### src/rtl/udma_i2c_bus_pkg.sv
`default_nettype none
// ============================================================================
// Module      : udma_i2c_bus_pkg
// Description : Shared types and default constants for the I2C bus monitor.
// Revision    : 1.0 - initial release
// ============================================================================
package udma_i2c_bus_pkg;

   localparam int c_SYNC_STAGES_DEFAULT = 2;
   localparam int c_FILTER_LEN_DEFAULT  = 3;
   localparam int c_FILT_CNT_W          = 4;
   localparam int c_TO_CNT_W            = 16;

   typedef enum logic [0:0] {
      ST_IDLE = 1'b0,
      ST_BUSY = 1'b1
   } bus_state_e;

endpackage
`default_nettype wire

### src/rtl/udma_i2c_line_filter.sv
`default_nettype none
// ============================================================================
// Module      : udma_i2c_line_filter
// Description : Synchroniser plus consecutive-sample glitch filter, one line.
// Revision    : 1.0 - initial release
// ============================================================================
module udma_i2c_line_filter
   import udma_i2c_bus_pkg::*;
#(
   parameter int SYNC_STAGES = c_SYNC_STAGES_DEFAULT,
   parameter int FILTER_LEN  = c_FILTER_LEN_DEFAULT
) (
   input  logic clk_i,
   input  logic rst_i,
   input  logic line_i,
   output logic filt_o
);

   localparam int c_STAGES = (SYNC_STAGES < 2) ? 2 : SYNC_STAGES;
   localparam int c_LEN    = (FILTER_LEN < 1) ? 1 :
                             ((FILTER_LEN > 15) ? 15 : FILTER_LEN);
   localparam logic [c_FILT_CNT_W-1:0] c_LEN_M1 = c_FILT_CNT_W'(c_LEN - 1);

   logic [c_STAGES-1:0]     r_sync;
   logic [c_FILT_CNT_W-1:0] r_cnt;
   logic                    r_filt;
   logic                    w_sync;

   always_ff @(posedge clk_i or posedge rst_i) begin
      if (rst_i) begin
         r_sync <= '1;
      end else begin
         r_sync <= {r_sync[c_STAGES-2:0], line_i};
      end
   end

   assign w_sync = r_sync[c_STAGES-1];

   // Any sample agreeing with the current output restarts the run count.
   always_ff @(posedge clk_i or posedge rst_i) begin
      if (rst_i) begin
         r_cnt  <= '0;
         r_filt <= 1'b1;
      end else if (w_sync != r_filt) begin
         if (r_cnt == c_LEN_M1) begin
            r_filt <= ~r_filt;
            r_cnt  <= '0;
         end else begin
            r_cnt <= r_cnt + 1'b1;
         end
      end else begin
         r_cnt <= '0;
      end
   end

   assign filt_o = r_filt;

endmodule
`default_nettype wire

### src/rtl/udma_i2c_bus_monitor.sv
`default_nettype none
// ============================================================================
// Module      : udma_i2c_bus_monitor
// Description : Pad-side I2C conditioner: filtering, START/STOP, busy, arb-lost.
//               Optional SCL-low timeout enabled by UDMA_I2C_BUS_TIMEOUT_EN.
// Revision    : 1.0 - initial release
// ============================================================================
module udma_i2c_bus_monitor
   import udma_i2c_bus_pkg::*;
#(
   parameter int SYNC_STAGES    = c_SYNC_STAGES_DEFAULT,
   parameter int FILTER_LEN     = c_FILTER_LEN_DEFAULT,
   parameter int TIMEOUT_CYCLES = 65535
) (
   input  logic clk_i,
   input  logic rst_i,
   input  logic scl_i,
   input  logic sda_i,
   input  logic sda_o_i,
   input  logic sda_oe_i,
   input  logic master_active_i,
   input  logic al_clr_i,
   output logic scl_filt_o,
   output logic sda_filt_o,
   output logic start_det_o,
   output logic stop_det_o,
   output logic bus_busy_o,
   output logic arb_lost_o,
   output logic timeout_o
);

   localparam logic [c_TO_CNT_W-1:0] c_TO_LIMIT =
      (TIMEOUT_CYCLES < 1)     ? c_TO_CNT_W'(1) :
      (TIMEOUT_CYCLES > 65535) ? c_TO_CNT_W'(65535) :
                                 c_TO_CNT_W'(TIMEOUT_CYCLES);

   logic       w_scl_filt;
   logic       w_sda_filt;
   logic       r_scl_q;
   logic       r_sda_q;
   logic       w_start;
   logic       w_stop;
   logic       w_scl_rise;
   logic       w_drive_low;
   logic       w_al_set;
   logic       w_to_force;
   bus_state_e r_state;
   logic       r_busy;
   logic       r_start;
   logic       r_stop;
   logic       r_al;

   udma_i2c_line_filter #(
      .SYNC_STAGES (SYNC_STAGES),
      .FILTER_LEN  (FILTER_LEN)
   ) u_scl_filter (
      .clk_i  (clk_i),
      .rst_i  (rst_i),
      .line_i (scl_i),
      .filt_o (w_scl_filt)
   );

   udma_i2c_line_filter #(
      .SYNC_STAGES (SYNC_STAGES),
      .FILTER_LEN  (FILTER_LEN)
   ) u_sda_filter (
      .clk_i  (clk_i),
      .rst_i  (rst_i),
      .line_i (sda_i),
      .filt_o (w_sda_filt)
   );

   always_ff @(posedge clk_i or posedge rst_i) begin
      if (rst_i) begin
         r_scl_q <= 1'b1;
         r_sda_q <= 1'b1;
      end else begin
         r_scl_q <= w_scl_filt;
         r_sda_q <= w_sda_filt;
      end
   end

   // Requiring SCL high in both cycles suppresses events when SCL and SDA
   // move together.
   assign w_start     = r_scl_q & w_scl_filt &  r_sda_q & ~w_sda_filt;
   assign w_stop      = r_scl_q & w_scl_filt & ~r_sda_q &  w_sda_filt;
   assign w_scl_rise  = ~r_scl_q & w_scl_filt;
   assign w_drive_low = sda_oe_i & ~sda_o_i;
   assign w_al_set    = master_active_i &
                        ((w_scl_rise & ~w_drive_low & ~w_sda_filt) |
                         ((w_start | w_stop) & ~sda_oe_i));

`ifdef UDMA_I2C_BUS_TIMEOUT_EN
   logic [c_TO_CNT_W-1:0] r_to_cnt;
   logic                  r_timeout;
   logic                  w_to_count;

   assign w_to_count = r_busy & ~w_scl_filt;
   assign w_to_force = w_to_count & (r_to_cnt == (c_TO_LIMIT - 1'b1));

   always_ff @(posedge clk_i or posedge rst_i) begin
      if (rst_i) begin
         r_to_cnt  <= '0;
         r_timeout <= 1'b0;
      end else begin
         if (w_to_count) begin
            if (r_to_cnt != c_TO_LIMIT) begin
               r_to_cnt <= r_to_cnt + 1'b1;
            end
         end else begin
            r_to_cnt <= '0;
         end
         if (w_start) begin
            r_timeout <= 1'b0;
         end else if (w_to_force) begin
            r_timeout <= 1'b1;
         end
      end
   end

   assign timeout_o = r_timeout;
`else
   logic w_unused_timeout_cfg;

   assign w_unused_timeout_cfg = ^c_TO_LIMIT;
   assign w_to_force           = 1'b0;
   assign timeout_o            = 1'b0;
`endif

   always_ff @(posedge clk_i or posedge rst_i) begin
      if (rst_i) begin
         r_state <= ST_IDLE;
         r_busy  <= 1'b0;
         r_start <= 1'b0;
         r_stop  <= 1'b0;
      end else begin
         r_start <= w_start;
         r_stop  <= w_stop;
         if (w_to_force) begin
            r_state <= ST_IDLE;
            r_busy  <= 1'b0;
         end else begin
            case (r_state)
               ST_IDLE: begin
                  if (w_start) begin
                     r_state <= ST_BUSY;
                     r_busy  <= 1'b1;
                  end
               end
               ST_BUSY: begin
                  if (w_stop) begin
                     r_state <= ST_IDLE;
                     r_busy  <= 1'b0;
                  end
               end
               default: begin
                  r_state <= ST_IDLE;
                  r_busy  <= 1'b0;
               end
            endcase
         end
      end
   end

   // Set takes priority over a coincident clear.
   always_ff @(posedge clk_i or posedge rst_i) begin
      if (rst_i) begin
         r_al <= 1'b0;
      end else if (w_al_set) begin
         r_al <= 1'b1;
      end else if (al_clr_i) begin
         r_al <= 1'b0;
      end
   end

   assign scl_filt_o  = w_scl_filt;
   assign sda_filt_o  = w_sda_filt;
   assign start_det_o = r_start;
   assign stop_det_o  = r_stop;
   assign bus_busy_o  = r_busy;
   assign arb_lost_o  = r_al;

endmodule
`default_nettype wire

### config.mk
export PLATFORM = sky130hd
export DESIGN_NAME = udma_i2c_bus_monitor
export DESIGN_NICKNAME = d
export VERILOG_FILES = /design/src/rtl/udma_i2c_bus_pkg.sv /design/src/rtl/udma_i2c_line_filter.sv /design/src/rtl/udma_i2c_bus_monitor.sv
export SDC_FILE = /design/constraint.sdc
export NUM_CORES = 1
export LEC_CHECK = 0
export BUFFER_PORTS_ARGS = -buffer_cell sky130_fd_sc_hd__buf_2
export CORE_MARGIN = 4
export CORE_UTILIZATION = 45
export CTS_CLUSTER_SIZE = 10
export DETAILED_ROUTE_END_ITERATION = 10
export PLACE_DENSITY = 0.66
export SLEW_MARGIN = 0
export SYNTH_ARGS = -nofsm -noshare
export SYNTH_HDL_FRONTEND = slang
export SYNTH_HIERARCHICAL = 1
export SYNTH_SLANG_ARGS = --single-unit
### constraint.sdc
create_clock -name clk_i -period 3.96 [get_ports clk_i]
set_clock_uncertainty 0.15 [all_clocks]
set_input_delay 0.396 -clock clk_i [delete_from_list [all_inputs] [get_ports clk_i]]
set_output_delay 0.396 -clock clk_i [all_outputs]
set_load 0.02 [all_outputs]
==> reports/qor.yml <==
outcome: "finished clean"
area_delta_synth_final_pct: 14.4
port-buffer-count: 13
grt_util_all_layers_pct: 11.1
fin_crit_sh_pct: 42.1
setup_slack_ns: 2.29
grt_overflow: 0
maxCapViolations: 0
grt_first_pass_wirelength_um: 2160
slowest_stage: "dfstp_2"
clk_pin_slew_ns: 0.11
synth_edf_count: 0
die_w_um: 52.0
syn_nets: 84
synthDistinctLibCells: 22
whs_ns: 0.0290
wl_per_cell_um: 11.0
total_power_mw: 0.655
num-fill-cells: 171
diodes: 0
cts_tree: "built"
synth-main-ff-cell: "dfrtp_1"
criticalPathCategory: "reg2out"
floorplan.initialDensity_pct: 48.8
finalSetupTns_ns: 0
fin_nets: 102
min_period_ns: 1.67
finalSetupViolCount: 0
syn_area_um2: 871
row_count: 15
die_area_mm2: 0.00270
synth_cells: 72
cts_buffers: 3
hp-class: "in2reg"
dpl.hpwl_um: 967
grt_max_degree: 12
final_antenna_net_count: 0
vias: 548
yosysWarnings: 6
ys_ff_latch: 21
grt_pass1_vias: 542
async_flop_share_pct: 100
dr.pass1.iters: 4
drc_errors: 0
dpl_cell_area_um2: 960
irDropWorstVdd_mv: 0.252
viasPerCell: 4.81
rsz0062_at_grt: "false"
cts_buffer_depth: 2
cts_sinks: 21
critPathArrivalTime_ns: 1.12
ioPinCount: 15
slew_violations: 0
antenna_found_initial: 0
power.leakage_nw: 0.502
final_cell_mix: "dfrtp_1 (13), buf_2 (13), nor2_1 (10)"
htreeDepth: 1
die_y_um: 52.0
worst_setup_path_start_kind: "flop"
postLayoutCellArea_um2: 996
cp_max_fo: 8
cp_num_buf_inv: 1
core_mm2: 0.00178
critical-path-top-delay-family: "flip-flops"
routed_wl_um: 1260
ctsResizeCount: 0
place_ws_ns: 2.47
seq_area_frac_synth_pct: 61.5
avgSynthCellArea_um2: 12.1
postCtsSetupRepairBufs: 0
root_buffer: "clkbuf_4"
gp_congestion: 0.756
power_density_mw_per_mm2: 657
required_ns: 3.41
clk_latency_ns: 0.30
end_kind: "output pin"
hold_violations: 0
cts_hold_buf: 1
worst_path_largest_cell_delay_ns: 0.63
initialDrtViolationCount: 3
fmax_mhz: 600
path_cells: "buf_2"
drive_gt1_share_pct: 32.6
final cells by class:
type | count | area [µm²] | area share, %
tap | 25 | 31.3 | 3.14
timing repair buffer | 14 | 75.1 | 7.54
inverter | 8 | 30.0 | 3.02
clock buffer | 4 | 26.3 | 2.64
sequential | 21 | 536 | 53.8
multi-input combinational | 42 | 298 | 29.9
per-layer routing:
metal | GRT usage, % | wire length (µm) | up-vias
met1 | 13.1 | 548 | 264
met4 | 6.55 | 39 | 0
met2 | 17.4 | 580 | 15
li1 | - | - | 264
met3 | 3.72 | 86 | 5
met5 | 0 | 0 | -
stage by stage:
stage | std cells | util, %
6_report | 114 | 55.9
5_1_grt | 114 | 55.9
4_1_cts | 114 | 55.9
3_5_place_dp | 109 | 53.8
3_3_place_gp | 109 | 53.8
2_1_floorplan | 72 | -
sequential cells by signal, indices dropped and copies added (netlist names):
register / flops
u_scl_filter/r_cnt: 4
u_sda_filter/r_cnt: 4
u_scl_filter/r_sync: 2
u_sda_filter/r_sync: 2
arb_lost_o: 1
bus_busy_o: 1
r_scl_q: 1
r_sda_q: 1
r_state: 1
start_det_o: 1
stop_det_o: 1
u_scl_filter/filt_o: 1
u_sda_filter/filt_o: 1
where the power goes:
part | internal [mW] | leakage [nW] | switching (mW)
logic | 0.0941 | 0.234 | 0.107
registers | 0.294 | 0.253 | 0.0595
clock network | 0.0393 | 0.0150 | 0.0610
total | 0.427 | 0.502 | 0.227
logic make-up after synthesis:
group	Yosys count	share of synthesized area, %
fa+ha+maj	4	5.75
flops	21	61.5
simple gates	23	13.5
compound gates	6	5.03
buf+inv	9	4.31
other cells	1	0.431
xor+xnor	6	6.03
mux	2	3.45
cells in the mapped netlist, types with 2 or more instances:
library cell | number | area, µm²
dfrtp_1 | 13 | 325
nor2_1 | 10 | 37.5
dfstp_2 | 8 | 210
inv_1 | 8 | 30.0
ha_1 | 4 | 50.1
nand2_1 | 4 | 15.0
xnor2_1 | 4 | 35.0
a21o_1 | 2 | 15.0
mux2_4 | 2 | 30.0
nand2b_1 | 2 | 12.5
nand3_1 | 2 | 10.0
nor2_2 | 2 | 12.5
xor2_1 | 2 | 17.5
worst paths after layout:
| path | endpoint | depth (start not counted) | startpoint | slack, ns |
|---|---|---|---|---|
| worst max-delay path | sda_filt_o | 1 | u_sda_filter/filt_o | 2.29 |
| worst min-delay path | u_sda_filter/r_sync[0] | 1 | sda_i | 0.03 |
| worst max register to register | arb_lost_o | 3 | u_sda_filter/filt_o | 2.46 |
| worst min register to register | u_scl_filter/r_sync[1] | 0 | u_scl_filter/r_sync[0] | 0.21 |
| max in group asynchronous | u_sda_filter/r_sync[1] | 3 | rst_i | 2.96 |
| min in group asynchronous | start_det_o | 3 | rst_i | 0.42 |
Note: power is estimated with default switching activity, not from simulation.
